## config.mk

```make
export PLATFORM = sky130hd
export DESIGN_NAME = vc_crossbar_rr_sd
export DESIGN_NICKNAME = d
export VERILOG_FILES = /design/src/rtl/vc_crossbar_rr_sd_pkg.sv /design/src/rtl/vc_rr_arb_sd.sv /design/src/rtl/vc_crossbar_rr_sd.sv
export SDC_FILE = /design/constraint.sdc
export NUM_CORES = 1
export LEC_CHECK = 0
export CAP_MARGIN = 20
export CORE_MARGIN = 2
export CORE_UTILIZATION = 30
export CTS_CLUSTER_SIZE = 16
export DETAILED_ROUTE_END_ITERATION = 7
export GPL_ROUTABILITY_DRIVEN = 0
export PLACE_DENSITY = 0.65
export SETUP_SLACK_MARGIN = 0.02
export SLEW_MARGIN = 20
export SYNTH_ARGS = -nofsm -noshare
export SYNTH_HDL_FRONTEND = slang
export SYNTH_SLANG_ARGS = --single-unit
```

## constraint.sdc

```tcl
create_clock -name clk -period 3.5 [get_ports clk]
set_input_delay 0.525 -clock clk [delete_from_list [all_inputs] [get_ports clk]]
set_output_delay 0.525 -clock clk [all_outputs]
set_load 0.01 [all_outputs]
```

## src/rtl/vc_crossbar_rr_sd_pkg.sv

```systemverilog
// rtl/vc_crossbar_rr_sd_pkg.sv - shared constants, security labels and width helper for the crossbar
// Contents:
//   VC_CROSSBAR_MAX_PORTS  largest supported port count
//   sec_label_e            L/H label encodings
//   sec_domain_e           per-domain values carried on the domain input
//   idx_nbits()            bits needed to index n items (minimum 1)
package vc_crossbar_rr_sd_pkg;

  localparam int VC_CROSSBAR_MAX_PORTS = 8;

  typedef enum logic [1:0] {
    SEC_L = 2'd0,
    SEC_H = 2'd1
  } sec_label_e;

  typedef enum logic [1:0] {
    DOMAIN_0 = 2'd0,
    DOMAIN_1 = 2'd1,
    DOMAIN_2 = 2'd2,
    DOMAIN_3 = 2'd3
  } sec_domain_e;

  // Also the minimum legal p_dest_nbits for a given port count.
  function automatic int idx_nbits(input int n);
    return (n > 1) ? $clog2(n) : 1;
  endfunction

endpackage

```

## src/rtl/vc_rr_arb_sd.sv

```systemverilog
// rtl/vc_rr_arb_sd.sv - one round-robin arbiter with a registered priority pointer
// Ports:
//   clk, reset  clock, asynchronous active-high reset (pointer -> 0)
//   reqs        request vector, one bit per requester
//   en          advance the pointer past the current winner at the next edge
//   grants      one-hot grant (all zero when nothing requests)
module vc_rr_arb_sd
  import vc_crossbar_rr_sd_pkg::*;
#(
  parameter int p_num_reqs = 3
) (
  input  logic                  clk,
  input  logic                  reset,
  input  logic [p_num_reqs-1:0] reqs,
  input  logic                  en,
  output logic [p_num_reqs-1:0] grants
);

  localparam int PW = idx_nbits(p_num_reqs);

  logic [PW-1:0] ptr;
  logic [PW-1:0] ptr_next;
  logic [PW:0]   sum;
  logic [PW-1:0] idx;
  logic          found;

  // Search starts at ptr and wraps; the one extra sum bit keeps the wrap
  // compare exact for non power-of-two requester counts.
  always_comb begin
    grants   = '0;
    ptr_next = ptr;
    found    = 1'b0;
    sum      = '0;
    idx      = '0;
    for (int k = 0; k < p_num_reqs; k++) begin
      sum = {1'b0, ptr} + (PW+1)'(k);
      if (sum >= (PW+1)'(p_num_reqs)) begin
        sum = sum - (PW+1)'(p_num_reqs);
      end
      idx = sum[PW-1:0];
      if (!found && reqs[idx]) begin
        found       = 1'b1;
        grants[idx] = 1'b1;
        ptr_next    = (idx == PW'(p_num_reqs - 1)) ? '0 : idx + 1'b1;
      end
    end
  end

  always_ff @(posedge clk or posedge reset) begin
    if (reset) begin
      ptr <= '0;
    end else if (en) begin
      ptr <= ptr_next;
    end
  end

endmodule

```

## src/rtl/vc_crossbar_rr_sd.sv

```systemverilog
// rtl/vc_crossbar_rr_sd.sv - NxN val/rdy crossbar, per-output round-robin, one-entry output buffers
// Optional feature macro: VC_CROSSBAR_DOMAIN_SCRUB_EN (clear all buffers on a domain change)
// Ports:
//   clk, reset  clock, asynchronous active-high reset
//   domain      security domain of every payload this cycle
//   in_val/in_rdy/in_dest/in_msg   per-input handshake, destination, payload (packed by port)
//   out_val/out_rdy/out_msg        per-output handshake and payload (packed by port)
//   bad_dest    one-cycle pulse after an out-of-range destination is consumed
module vc_crossbar_rr_sd
  import vc_crossbar_rr_sd_pkg::*;
#(
  parameter int p_nbits      = 32,
  parameter int p_num_ports  = 3,
  parameter int p_dest_nbits = 2
) (
  input  logic                              clk,
  input  logic                              reset,
  input  logic [1:0]                        domain,
  input  logic [p_num_ports-1:0]            in_val,
  output logic [p_num_ports-1:0]            in_rdy,
  input  logic [p_num_ports*p_dest_nbits-1:0] in_dest,
  input  logic [p_num_ports*p_nbits-1:0]    in_msg,
  output logic [p_num_ports-1:0]            out_val,
  input  logic [p_num_ports-1:0]            out_rdy,
  output logic [p_num_ports*p_nbits-1:0]    out_msg,
  output logic                              bad_dest
);

  localparam int N  = p_num_ports;
  localparam int DB = p_dest_nbits;
  localparam int W  = p_nbits;

  generate
    if (N < 2 || N > VC_CROSSBAR_MAX_PORTS || DB < idx_nbits(N)) begin : g_bad_cfg
      $error("vc_crossbar_rr_sd: unsupported p_num_ports/p_dest_nbits combination");
    end
  endgenerate

  // scrub: a domain change clears every buffer and blocks all inputs for one cycle.
  logic scrub;
`ifdef VC_CROSSBAR_DOMAIN_SCRUB_EN
  logic [1:0] domain_q;

  always_ff @(posedge clk or posedge reset) begin
    if (reset) begin
      domain_q <= '0;
    end else begin
      domain_q <= domain;
    end
  end

  assign scrub = (domain != domain_q);
`else
  // Without the scrub feature domain only labels the data; it never affects control.
  assign scrub = 1'b0 & (^domain);
`endif

  logic [N-1:0] reqs [N];     // reqs[j][i]: input i wants output j
  logic [N-1:0] raw_gnt [N];
  logic [N-1:0] gnt [N];
  logic [W-1:0] sel_msg [N];
  logic [N-1:0] can_accept;
  logic [N-1:0] arb_en;
  logic [N-1:0] bad;

  always_comb begin
    for (int i = 0; i < N; i++) begin
      bad[i] = in_val[i] && ({1'b0, in_dest[i*DB +: DB]} >= (DB+1)'(N));
    end
    for (int j = 0; j < N; j++) begin
      can_accept[j] = !out_val[j] || out_rdy[j];
      for (int i = 0; i < N; i++) begin
        reqs[j][i] = in_val[i] && (in_dest[i*DB +: DB] == DB'(j));
      end
    end
  end

  genvar gj;
  generate
    for (gj = 0; gj < N; gj++) begin : g_out
      vc_rr_arb_sd #(
        .p_num_reqs (N)
      ) u_arb (
        .clk    (clk),
        .reset  (reset),
        .reqs   (reqs[gj]),
        .en     (arb_en[gj]),
        .grants (raw_gnt[gj])
      );

      // A grant counts only when the buffer can take the word, so en doubles
      // as "transfer happens at the next edge".
      assign arb_en[gj] = can_accept[gj] && (|reqs[gj]) && !scrub;
      assign gnt[gj]    = arb_en[gj] ? raw_gnt[gj] : '0;
    end
  endgenerate

  always_comb begin
    for (int i = 0; i < N; i++) begin
      in_rdy[i] = bad[i] && !scrub;
      for (int j = 0; j < N; j++) begin
        in_rdy[i] = in_rdy[i] | gnt[j][i];
      end
    end
    for (int j = 0; j < N; j++) begin
      sel_msg[j] = '0;
      for (int i = 0; i < N; i++) begin
        if (gnt[j][i]) begin
          sel_msg[j] = sel_msg[j] | in_msg[i*W +: W];
        end
      end
    end
  end

  always_ff @(posedge clk or posedge reset) begin
    if (reset) begin
      out_val  <= '0;
      out_msg  <= '0;
      bad_dest <= 1'b0;
    end else begin
      bad_dest <= (|bad) && !scrub;
      for (int j = 0; j < N; j++) begin
        if (scrub) begin
          out_val[j]        <= 1'b0;
          out_msg[j*W +: W] <= '0;
        end else if (arb_en[j]) begin
          out_val[j]        <= 1'b1;
          out_msg[j*W +: W] <= sel_msg[j];
        end else if (out_rdy[j]) begin
          out_val[j]        <= 1'b0;
        end
      end
    end
  end

endmodule

```

==> flow_summary.json, run 1 <==
{
  "dp_hpwl_um": 18650,
  "relSlewSlack_pct": 52.03,
  "p_sw_mw": 3.146,
  "yosysSeqAreaShare_pct": 38.64,
  "path_delay_family": "buffers and inverters",
  "netlist_area_mm2": 0.006865,
  "fin_area_mm2": 0.01004,
  "io_pins": 215,
  "layout.nets": 1175,
  "initial_core_util_pct": 30.42,
  "clockPowerShare_pct": 14.8,
  "grt-busiest-layer": "met2",
  "path_buf_inv": 3,
  "die_x_um": 155.3,
  "chipHeight_um": 155.3,
  "hold_buffers": 0,
  "drt_wl_total_um": 28630,
  "setup_viol": 0,
  "grt_pass1_vias": 7623,
  "max_freq_ghz": 0.2970,
  "synth.area.top_cells": "dfrtp_1 39%, a221oi_1 11%, nand2_1 8.5%, nor2_1 5.3%, a21oi_1 4.7%",
  "cp_max_fo": 10,
  "pwr-share-seq_pct": 27.8,
  "antenna_found_initial": 0,
  "synth_top_area_share_pct": 38.64,
  "clock_sinks": 106,
  "antennaDiodeCount": 0,
  "synth_commonest_cells": "156 x nand2_1, 106 x dfrtp_1, 97 x nor2_1",
  "place_ws_ns": -0.1281,
  "synth_most_common_cell": "nand2_1",
  "status": "finished clean",
  "worst_slack_ns": 0.1328,
  "cap_violations": 0,
  "clk_latency_ns": 0.36,
  "fin_crit_sh_pct": 96.21,
  "drt_iter0_markers": 715,
  "area_delta_synth_final_pct": 46.18,
  "cts_buffers": 9,
  "internal_power_mw": 4.291,
  "p_sw_share_pct": 42.30,
  "path_cells": "clkdlybuf4s50_1 > buf_4 > or3b_4 > o221a_4 > o21ai_0 > o21ai_2 > and2_1 > nand3b_1 > dlygate4sd2_1",
  "p_leak_nw": 3.969,
  "grt_max_degree": 55,
  "globalRouteMet2Util_pct": 37.44,
  "portBuffers": 212,
  "fillers": 2184,
  "arrival_ns": 2.84,
  "whs_path_depth": 2,
  "layout-drive-gt1-share_pct": 11.17,
  "synthesis.nets": 957,
  "worst_setup_path_end_kind": "output pin",
  "dieArea_mm2": 0.02411,
  "path_depth": 9,
  "reg2reg_depth": 9,
  "grt.overflow.total": 0,
  "comb_power_share_pct": 57.4,
  "first_pass_iters": 8,
  "htree_num_levels": 3,
  "core-area_mm2": 0.02257,
  "use_met1_pct": 30.93,
  "critPathRequiredTime_ns": 2.97,
  "rows": 55,
  "critPathSlowestCell": "or3b_4",
  "synth_top_area_cell": "dfrtp_1",
  "worst_path_largest_cell_delay_ns": 0.44,
  "cts_tree": "done",
  "drc_errors": 0,
  "met3_usage_pct": 6.100,
  "fin_skew_ns": 0.01079,
  "yosys_warnings": 0,
  "synth-seq-cells": 106,
  "clockBufferDepth": 2,
  "synth_enable_flop_cells": 0,
  "ir_drop_uv": 318.2,
  "syn_avg_cell_area_um2": 8.242,
  "synth_cells": 833,
  "root_buffer": "clkbuf_16",
  "rsz0062_at_grt": "no",
  "grt_pass1_wl_um": 43790,
  "post_drt_wl_per_cell_um": 21.35,
  "num_vias": 7816,
  "cp-start-kind": "input pin",
  "ys_types": 68,
  "powerDensity_mw_per_mm2": 741.0,
  "path_class": "in2out",
  "viasPerCell": 5.828,
  "holdWs_ns": 0.5267,
  "hold_viol_final": 0,
  "cts.clk_slew.worst_paths_ns": 0.08,
  "period_needed_ns": 3.367,
  "min_path_type": "reg2reg",
  "grt_usage_pct": 23.37,
  "ant_nets": 0,
  "async_reset_ff_share_pct": 100.0,
  "finalMaxSlewViolations": 0,
  "place_area_mm2": 0.009678,
  "yosys_most_used_dff": "dfrtp_1",
  "worstMarginPinSlew_ns": 0.7196
}
==> cells in the final DEF, fill, tap and decap left out, drive strengths merged, types with 17 or more instances in the layout <==
cell	count
clkdlybuf4s50	207
nand2	156
dfrtp	106
nor2	97
a221oi	84
buf	69
a21oi	66
a21o	36
a31oi	36
o21ai	29
inv	17
==> registers in the layout, summed over array words and instances (netlist names) <==
name and cells:
bad_dest 1, g_out.u_arb.ptr 6, out_msg 96, out_val 3
==> metal layers <==
layer	part of all wire, %	wire length [um]
met4	2.4	683
met3	10	2851
met5	0	0
met1	41	11860
met2	46	13240
==> cells by family after synthesis <==
group                      synth area share (%)
buffers and inverters                     5.486
DFF                                       38.64
and+or+nand+nor                           21.38
muxes                                    0.3098
adders and majority gates                 2.187
AOI/OAI and AO/OA                         32.00
==> worst paths after layout <==
check | end | slack (ns) | startpoint
max reg2reg | out_msg[8] | 0.56 | g_out[0].u_arb.ptr[1]
min | out_msg[1] | 0.53 | out_msg[1]
max | in_rdy[1] | 0.13 | in_dest[4]
min in group asynchronous | out_msg[90] | 0.62 | reset
min reg2reg | out_msg[1] | 0.53 | out_msg[1]
max in group asynchronous | out_msg[6] | 2.07 | reset
==> worst register-to-register path, delay by kind of cell (launching register included) <==
kind | cells | cell delay [ns]
adder cells (fa/ha/maj) | 1 | 0.30
buffers and inverters | 2 | 0.53
AND/OR/NAND/NOR | 2 | 0.88
AO/OA/AOI/OAI | 4 | 0.78
flip-flops | 1 | 0.40
==> power by group through the flow <==
stage / combinational, mW / clock, mW / sequential [mW]
after global routing: 4.62 / 1.18 / 2.13
final: 4.27 / 1.10 / 2.07
after floorplan: 1.87 / 0 / 2.25
after global placement: 4.15 / 0 / 2.08
after CTS: 4.23 / 1.12 / 2.07
after detailed placement: 4.19 / 0 / 2.08
==> cell type report <==
cell class	instances	area (um2)	share of cell area, %
Clock buffer	9	225.2	2.244
Clock inverter	7	86.33	0.8602
Inverter	15	58.81	0.5860
Multi-Input combinational cell	638	3985	39.71
Sequential cell	106	2653	26.43
Tap cell	285	356.6	3.553
Timing Repair Buffer	281	2671	26.62
==> what timing repair did <==
item | in CTS | in global routing
endpoints found under the setup margin | 3 | 2
setup buffers | 1 | 1
gates cloned | 0 | 0
gates resized for setup | 10 | 2
==> through the flow <==
stage | cells | TNS (ns) | utilization, % | power, mW
finish | 1341 | 0 | 44.46 | 7.436
global route | 1341 | 0 | 44.46 | 7.931
CTS | 1340 | 0 | 44.39 | 7.426
detailed placement | 1323 | -0.2574 | 42.88 | 6.272
global placement | 1323 | -0.2287 | 42.88 | 6.235
floorplan | 833 | 0 | - | 4.126
Note: power is estimated with default switching activity, not from simulation.
==> run 2: changes to the inputs <==
--- a/config.mk
+++ b/config.mk
@@ -10,9 +10,10 @@
 export CORE_UTILIZATION = 30
 export CTS_CLUSTER_SIZE = 16
 export DETAILED_ROUTE_END_ITERATION = 7
+export DONT_BUFFER_PORTS = 1
 export GPL_ROUTABILITY_DRIVEN = 0
-export PLACE_DENSITY = 0.65
-export SETUP_SLACK_MARGIN = 0.02
+export PLACE_DENSITY = 0.52
+export SETUP_SLACK_MARGIN = 0.1
 export SLEW_MARGIN = 20
 export SYNTH_ARGS = -nofsm -noshare
 export SYNTH_HDL_FRONTEND = slang
==> run 2 against run 1 <==
  * Core utilization fell by 11 points
  * Maximum frequency rose by 0.17%
  * Sequential share of layout area rose by 8.4 points
  * Count of clock-buffer cells in the layout rose by 1
  * Routed wire length fell by 5.2%
  * Hold slack got worse by 0.42 ns
  * Via count fell by 14%
  * Die area did not move
  * Critical path type is now reg2out
==> flow_summary.json, run 2 (synthesis results as in run 1) <==
{
  "max_freq_ghz": 0.2975,
  "cts_buffers": 9,
  "clockBufferDepth": 2,
  "die_x_um": 155.3,
  "status": "finished clean",
  "grt_pass1_vias": 6573,
  "hold_viol_final": 0,
  "met3_usage_pct": 6.546,
  "critPathRequiredTime_ns": 2.97,
  "fin_area_mm2": 0.007614,
  "final_cell_mix": "156 x nand2_1, 106 x dfrtp_1, 96 x nor2_1, 84 x a221oi_1, 61 x a21oi_1",
  "first_pass_iters": 5,
  "min_path_type": "in2async",
  "drt_iter0_markers": 571,
  "grt_pass1_wl_um": 40880,
  "top_register": "out_msg",
  "worst_setup_path_end_kind": "output pin",
  "num_vias": 6702,
  "path_delay_family": "simple AND/OR/NAND/NOR gates",
  "drc_errors": 0,
  "path_cells": "inv_1 > ha_2 > buf_4 > nor4b_1 > or4b_1 > o32ai_2 > a21o_1 > a222oi_1 > nand2_1",
  "reg_top3": "out_msg x96, g_out.u_arb.ptr x6, out_val x3",
  "grt_max_degree": 62,
  "layout_commonest_cell": "nand2_1",
  "io_pins": 215,
  "cts.clk_slew.worst_paths_ns": 0.09,
  "post_drt_wl_per_cell_um": 24.98,
  "chipHeight_um": 155.3,
  "place_area_mm2": 0.007227,
  "layout.nets": 921,
  "powerDensity_mw_per_mm2": 817.8,
  "placed_cells": 1070,
  "area_delta_synth_final_pct": 10.90,
  "tns_ns": 0,
  "finalNonFillerCells": 1087,
  "arrival_ns": 2.84,
  "ir_drop_uv": 307.0,
  "p_leak_nw": 2.943,
  "cap_violations": 0,
  "rsz0062_at_grt": "no",
  "dp_hpwl_um": 17410,
  "initial_core_util_pct": 30.42,
  "drt_wl_total_um": 27150,
  "cts_tree": "done",
  "clock_sinks": 106,
  "cp_max_fo": 8,
  "clk_latency_ns": 0.36,
  "critPathSlowestCell": "a222oi_1",
  "relSlewSlack_pct": 36.73,
  "core-area_mm2": 0.02257,
  "grt.overflow.total": 0,
  "period_needed_ns": 3.361,
  "path_class": "reg2out",
  "fin_skew_ns": 0.009992,
  "use_met1_pct": 29.30,
  "htree_num_levels": 3,
  "largest_reg_flops": 96,
  "setup_viol": 0,
  "finalMaxSlewViolations": 0,
  "root_buffer": "clkbuf_16",
  "fin_crit_sh_pct": 96.04,
  "antenna_found_initial": 0,
  "rows": 55,
  "layout-drive-gt1-share_pct": 10.35,
  "fin_util_pct": 33.73,
  "grt_usage_pct": 22.24,
  "grt-busiest-layer": "met2",
  "worst_path_largest_cell_delay_ns": 0.46,
  "portBuffers": 0,
  "path_buf_inv": 2,
  "viasPerCell": 6.166,
  "dieArea_mm2": 0.02411,
  "ant_nets": 0,
  "antennaDiodeCount": 0,
  "globalRouteMet2Util_pct": 35.37,
  "worstMarginPinSlew_ns": 0.9490,
  "cp-start-kind": "flip-flop"
}
==> run 2: cell count changes in the layout (fill, tap and decap cells not counted), sizes merged <==
cell,previous run,this run
clkinvlp,1,0
buf,69,27
dlygate4sd2,5,0
clkdlybuf4s50,207,0
clkbuf,9,10
==> run 2: cell type report <==
| class | instances | area, um2 |
|---|---|---|
| clock buffers | 10 | 239.0 |
| clock inverters | 6 | 83.83 |
| fillers | 2335 | 14960 |
| inverters | 15 | 58.81 |
| multi-input cells | 638 | 4008 |
| flip-flops and latches | 106 | 2653 |
| well taps | 285 | 356.6 |
| repair buffers | 27 | 215.2 |
==> run 2: worst paths after layout <==
kind	start	to	slack (ns)	cells past startpoint
max	g_out[0].u_arb.ptr[0]	in_rdy[2]	0.14	9
min	reset	out_msg[25]	0.11	1
max reg2reg	g_out[0].u_arb.ptr[0]	out_msg[6]	0.52	9
min reg2reg	g_out[1].u_arb.ptr[1]	g_out[1].u_arb.ptr[1]	0.55	2
max in group asynchronous	reset	out_msg[3]	2.61	2
min in group clk	in_msg[15]	out_msg[79]	0.29	2
==> run 2: power breakdown <==
group          switching, mW  internal (mW)  leakage, nW
logic                   1.70          0.984         1.52
registers              0.673           1.73         1.27
clock network          0.544          0.593        0.158
total                   2.92           3.31         2.94
==> run 2: worst register-to-register path: stages, from the launching register on <==
cell	delay [ns]
dfrtp_1	0.40
inv_1	0.09
ha_2	0.45
or4bb_1	0.53
a21oi_2	0.20
o22ai_2	0.14
o221ai_4	0.19
buf_4	0.38
and2_4	0.35
a221o_1	0.19
==> run 2: timing repair <==
item	in CTS	in global routing
setup endpoints to repair	1	2
hold buffers	0	0
setup buffers	0	1
pin swaps	0	3
resized for setup	1	11
==> run 2: metrics by stage <==
step	setup WS, ns	hold slack, ns	power, mW
after floorplan	0.1861	0.4948	4.126
after global placement	0.4403	0.5248	5.010
after detailed placement	0.4107	0.5290	5.030
after CTS	0.1009	0.1251	6.190
after global routing	0.1004	0.1371	6.648
final	0.1385	0.1071	6.226
==> run 2: routing by layer <==
metal,routed length [um],part of all wire (%)
met1,11500,42
met2,12690,47
met3,2464,9.1
met5,0,0
met4,499,1.8
==> run 3: changes to the inputs <==
==> constraint.sdc (replaced) <==
create_clock -name clk -period 3.5 [get_ports clk]
set_input_delay 0.875 -clock clk [delete_from_list [all_inputs] [get_ports clk]]
set_output_delay 0.875 -clock clk [all_outputs]
set_load 0.01 [all_outputs]
==> run 3 against run 2 <==
  * Core utilization is 0.84 points higher
  * Clock power down 7%
  * Hold slack improved by 0.27 ns
  * Routed wire length grew 3.6%
  * Die area unchanged
  * Sequential share of layout area is 0.82 points lower
  * Global-route usage grew 0.60 points
  * Register-to-register slack improved by 0.12 ns
  * Sequential power barely moved
  * Final cell count is 1.5% higher
  * Cell area increased by 2.5%
  * Largest power group unchanged
  * Highest routed layer unchanged
  * Maximum frequency down 1.5%
==> flow_summary.json, run 3 (synthesis results as in run 1) <==
{
  "power.total_mw": 6.381,
  "root_buffer": "clkbuf_16",
  "fin_skew_ns": 0.01537,
  "cts_tree": "done",
  "max_freq_ghz": 0.2931,
  "rows": 55,
  "reg_top3": "out_msg x96, g_out.u_arb.ptr x6, out_val x3",
  "area_delta_synth_final_pct": 13.67,
  "period_needed_ns": 3.412,
  "cts.clk_slew.worst_paths_ns": 0.09,
  "path_buf_inv": 1,
  "p_leak_nw": 3.000,
  "antenna_found_initial": 0,
  "layout_commonest_cell": "nand2_1",
  "grt_usage_pct": 22.84,
  "largest_reg_flops": 96,
  "cp-start-kind": "flip-flop",
  "ir_drop_uv": 291.2,
  "initial_core_util_pct": 30.42,
  "clk_latency_ns": 0.36,
  "top_register": "out_msg",
  "path_delay_family": "compound AO/OA/AOI/OAI gates",
  "drt_iter0_markers": 707,
  "path_cells": "inv_2 > ha_2 > or4b_4 > a21oi_4 > o32ai_4 > a21o_1 > a222oi_1 > nand2_1",
  "place_ws_ns": 0.1880,
  "final_cell_mix": "156 x nand2_1, 104 x dfrtp_1, 96 x nor2_1, 84 x a221oi_1, 62 x a21oi_1",
  "first_pass_iters": 6,
  "worstMarginPinSlew_ns": 0.8570,
  "fillers": 2355,
  "dp_hpwl_um": 17740,
  "fin_crit_sh_pct": 97.48,
  "clockBufferDepth": 2,
  "antennaDiodeCount": 0,
  "relSlewSlack_pct": 42.87,
  "min_path_type": "in2async",
  "chipHeight_um": 155.3,
  "finalMaxSlewViolations": 0,
  "setup_viol": 0,
  "rsz0062_at_grt": "yes",
  "worst_slack_ns": 0.08822,
  "core-area_mm2": 0.02257,
  "ant_nets": 0,
  "cap_violations": 0,
  "worst_setup_path_end_kind": "output pin",
  "die_x_um": 155.3,
  "status": "finished clean",
  "drt_wl_total_um": 28140,
  "clock_sinks": 106,
  "viasPerCell": 6.232,
  "io_pins": 215,
  "grt_max_degree": 47,
  "layout.nets": 937,
  "portBuffers": 0,
  "grt_pass1_wl_um": 41860,
  "cp_max_fo": 4,
  "dieArea_mm2": 0.02411,
  "tns_ns": 0,
  "hold_viol_final": 0,
  "path_class": "reg2out",
  "htree_num_levels": 3,
  "critPathSlowestCell": "or4b_4",
  "layout-drive-gt1-share_pct": 13.81,
  "worst_path_largest_cell_delay_ns": 0.51,
  "cts_buffers": 9,
  "powerDensity_mw_per_mm2": 817.7,
  "grt.overflow.total": 0,
  "arrival_ns": 2.54,
  "num_vias": 6874,
  "post_drt_wl_per_cell_um": 25.51,
  "drc_errors": 0,
  "grt_pass1_vias": 6650,
  "critPathRequiredTime_ns": 2.62
}
run 3: routing by layer:
| metal | up-vias | routed length, um | GRT usage (%) |
|---|---|---|---|
| li1 | 3052 | - | - |
| met1 | 3387 | 11930 | 30.48 |
| met2 | 388 | 13140 | 36.30 |
| met3 | 47 | 2502 | 5.348 |
| met4 | 0 | 558 | 8.170 |
| met5 | - | 0 | 0 |
run 3: layout make-up:
cell class | instances | area, um2 | share of cell area, %
multi-input cells | 638 | 4090 | 52.41
flip-flops and latches | 106 | 2655 | 34.02
well taps | 285 | 356.6 | 4.570
repair buffers | 43 | 351.6 | 4.505
clock buffers | 10 | 229.0 | 2.934
clock inverters | 6 | 61.31 | 0.7856
inverters | 15 | 60.06 | 0.7696
run 3: power by group:
group	internal, mW	total [mW]	leakage [nW]	switching [mW]
clock	0.503	1.06	0.138	0.561
sequential	1.73	2.44	1.27	0.706
combinational	1.12	2.88	1.60	1.76
run 3: repair_timing:
action                                  CTS  global route
gates resized for setup                  29             7
buffers inserted                          3             4
hold buffers                              0             0
endpoints found under the setup margin    2             3
pin swaps                                 7             8
run 3: path summary, 6_finish.rpt:
kind	start	to	slack, ns	cells after the start
max in group asynchronous	reset	g_out[2].u_arb.ptr[1]	2.38	2
worst max-delay path	g_out[0].u_arb.ptr[1]	in_rdy[2]	0.09	8
min in group clk	g_out[1].u_arb.ptr[1]	g_out[1].u_arb.ptr[1]	0.55	2
worst max register to register	g_out[0].u_arb.ptr[0]	out_msg[27]	0.64	10
worst min register to register	g_out[1].u_arb.ptr[1]	g_out[1].u_arb.ptr[1]	0.55	2
worst min-delay path	reset	out_msg[86]	0.38	1
run 3: metrics by stage:
| step | instances | hold slack (ns) | instance area [um2] | util, % |
|---|---|---|---|---|
| 6_report | 1103 | 0.3817 | 7804 | 34.57 |
| 4_1_cts | 1099 | 0.3790 | 7751 | 34.34 |
| 5_1_grt | 1103 | 0.3943 | 7804 | 34.57 |
| 3_5_place_dp | 1080 | 0.5317 | 7308 | 32.38 |
| 3_3_place_gp | 1080 | 0.5282 | 7308 | 32.38 |
| 2_1_floorplan | 833 | 0.4948 | 6880 | - |
run 3: worst register-to-register path, cell delays in order (launching register included):
cell,delay (ns)
dfrtp_1,0.42
inv_2,0.08
ha_4,0.29
or4bb_1,0.49
a21oi_2,0.19
o22ai_2,0.10
o221ai_2,0.23
buf_4,0.14
buf_4,0.32
and2_4,0.34
a221o_1,0.20
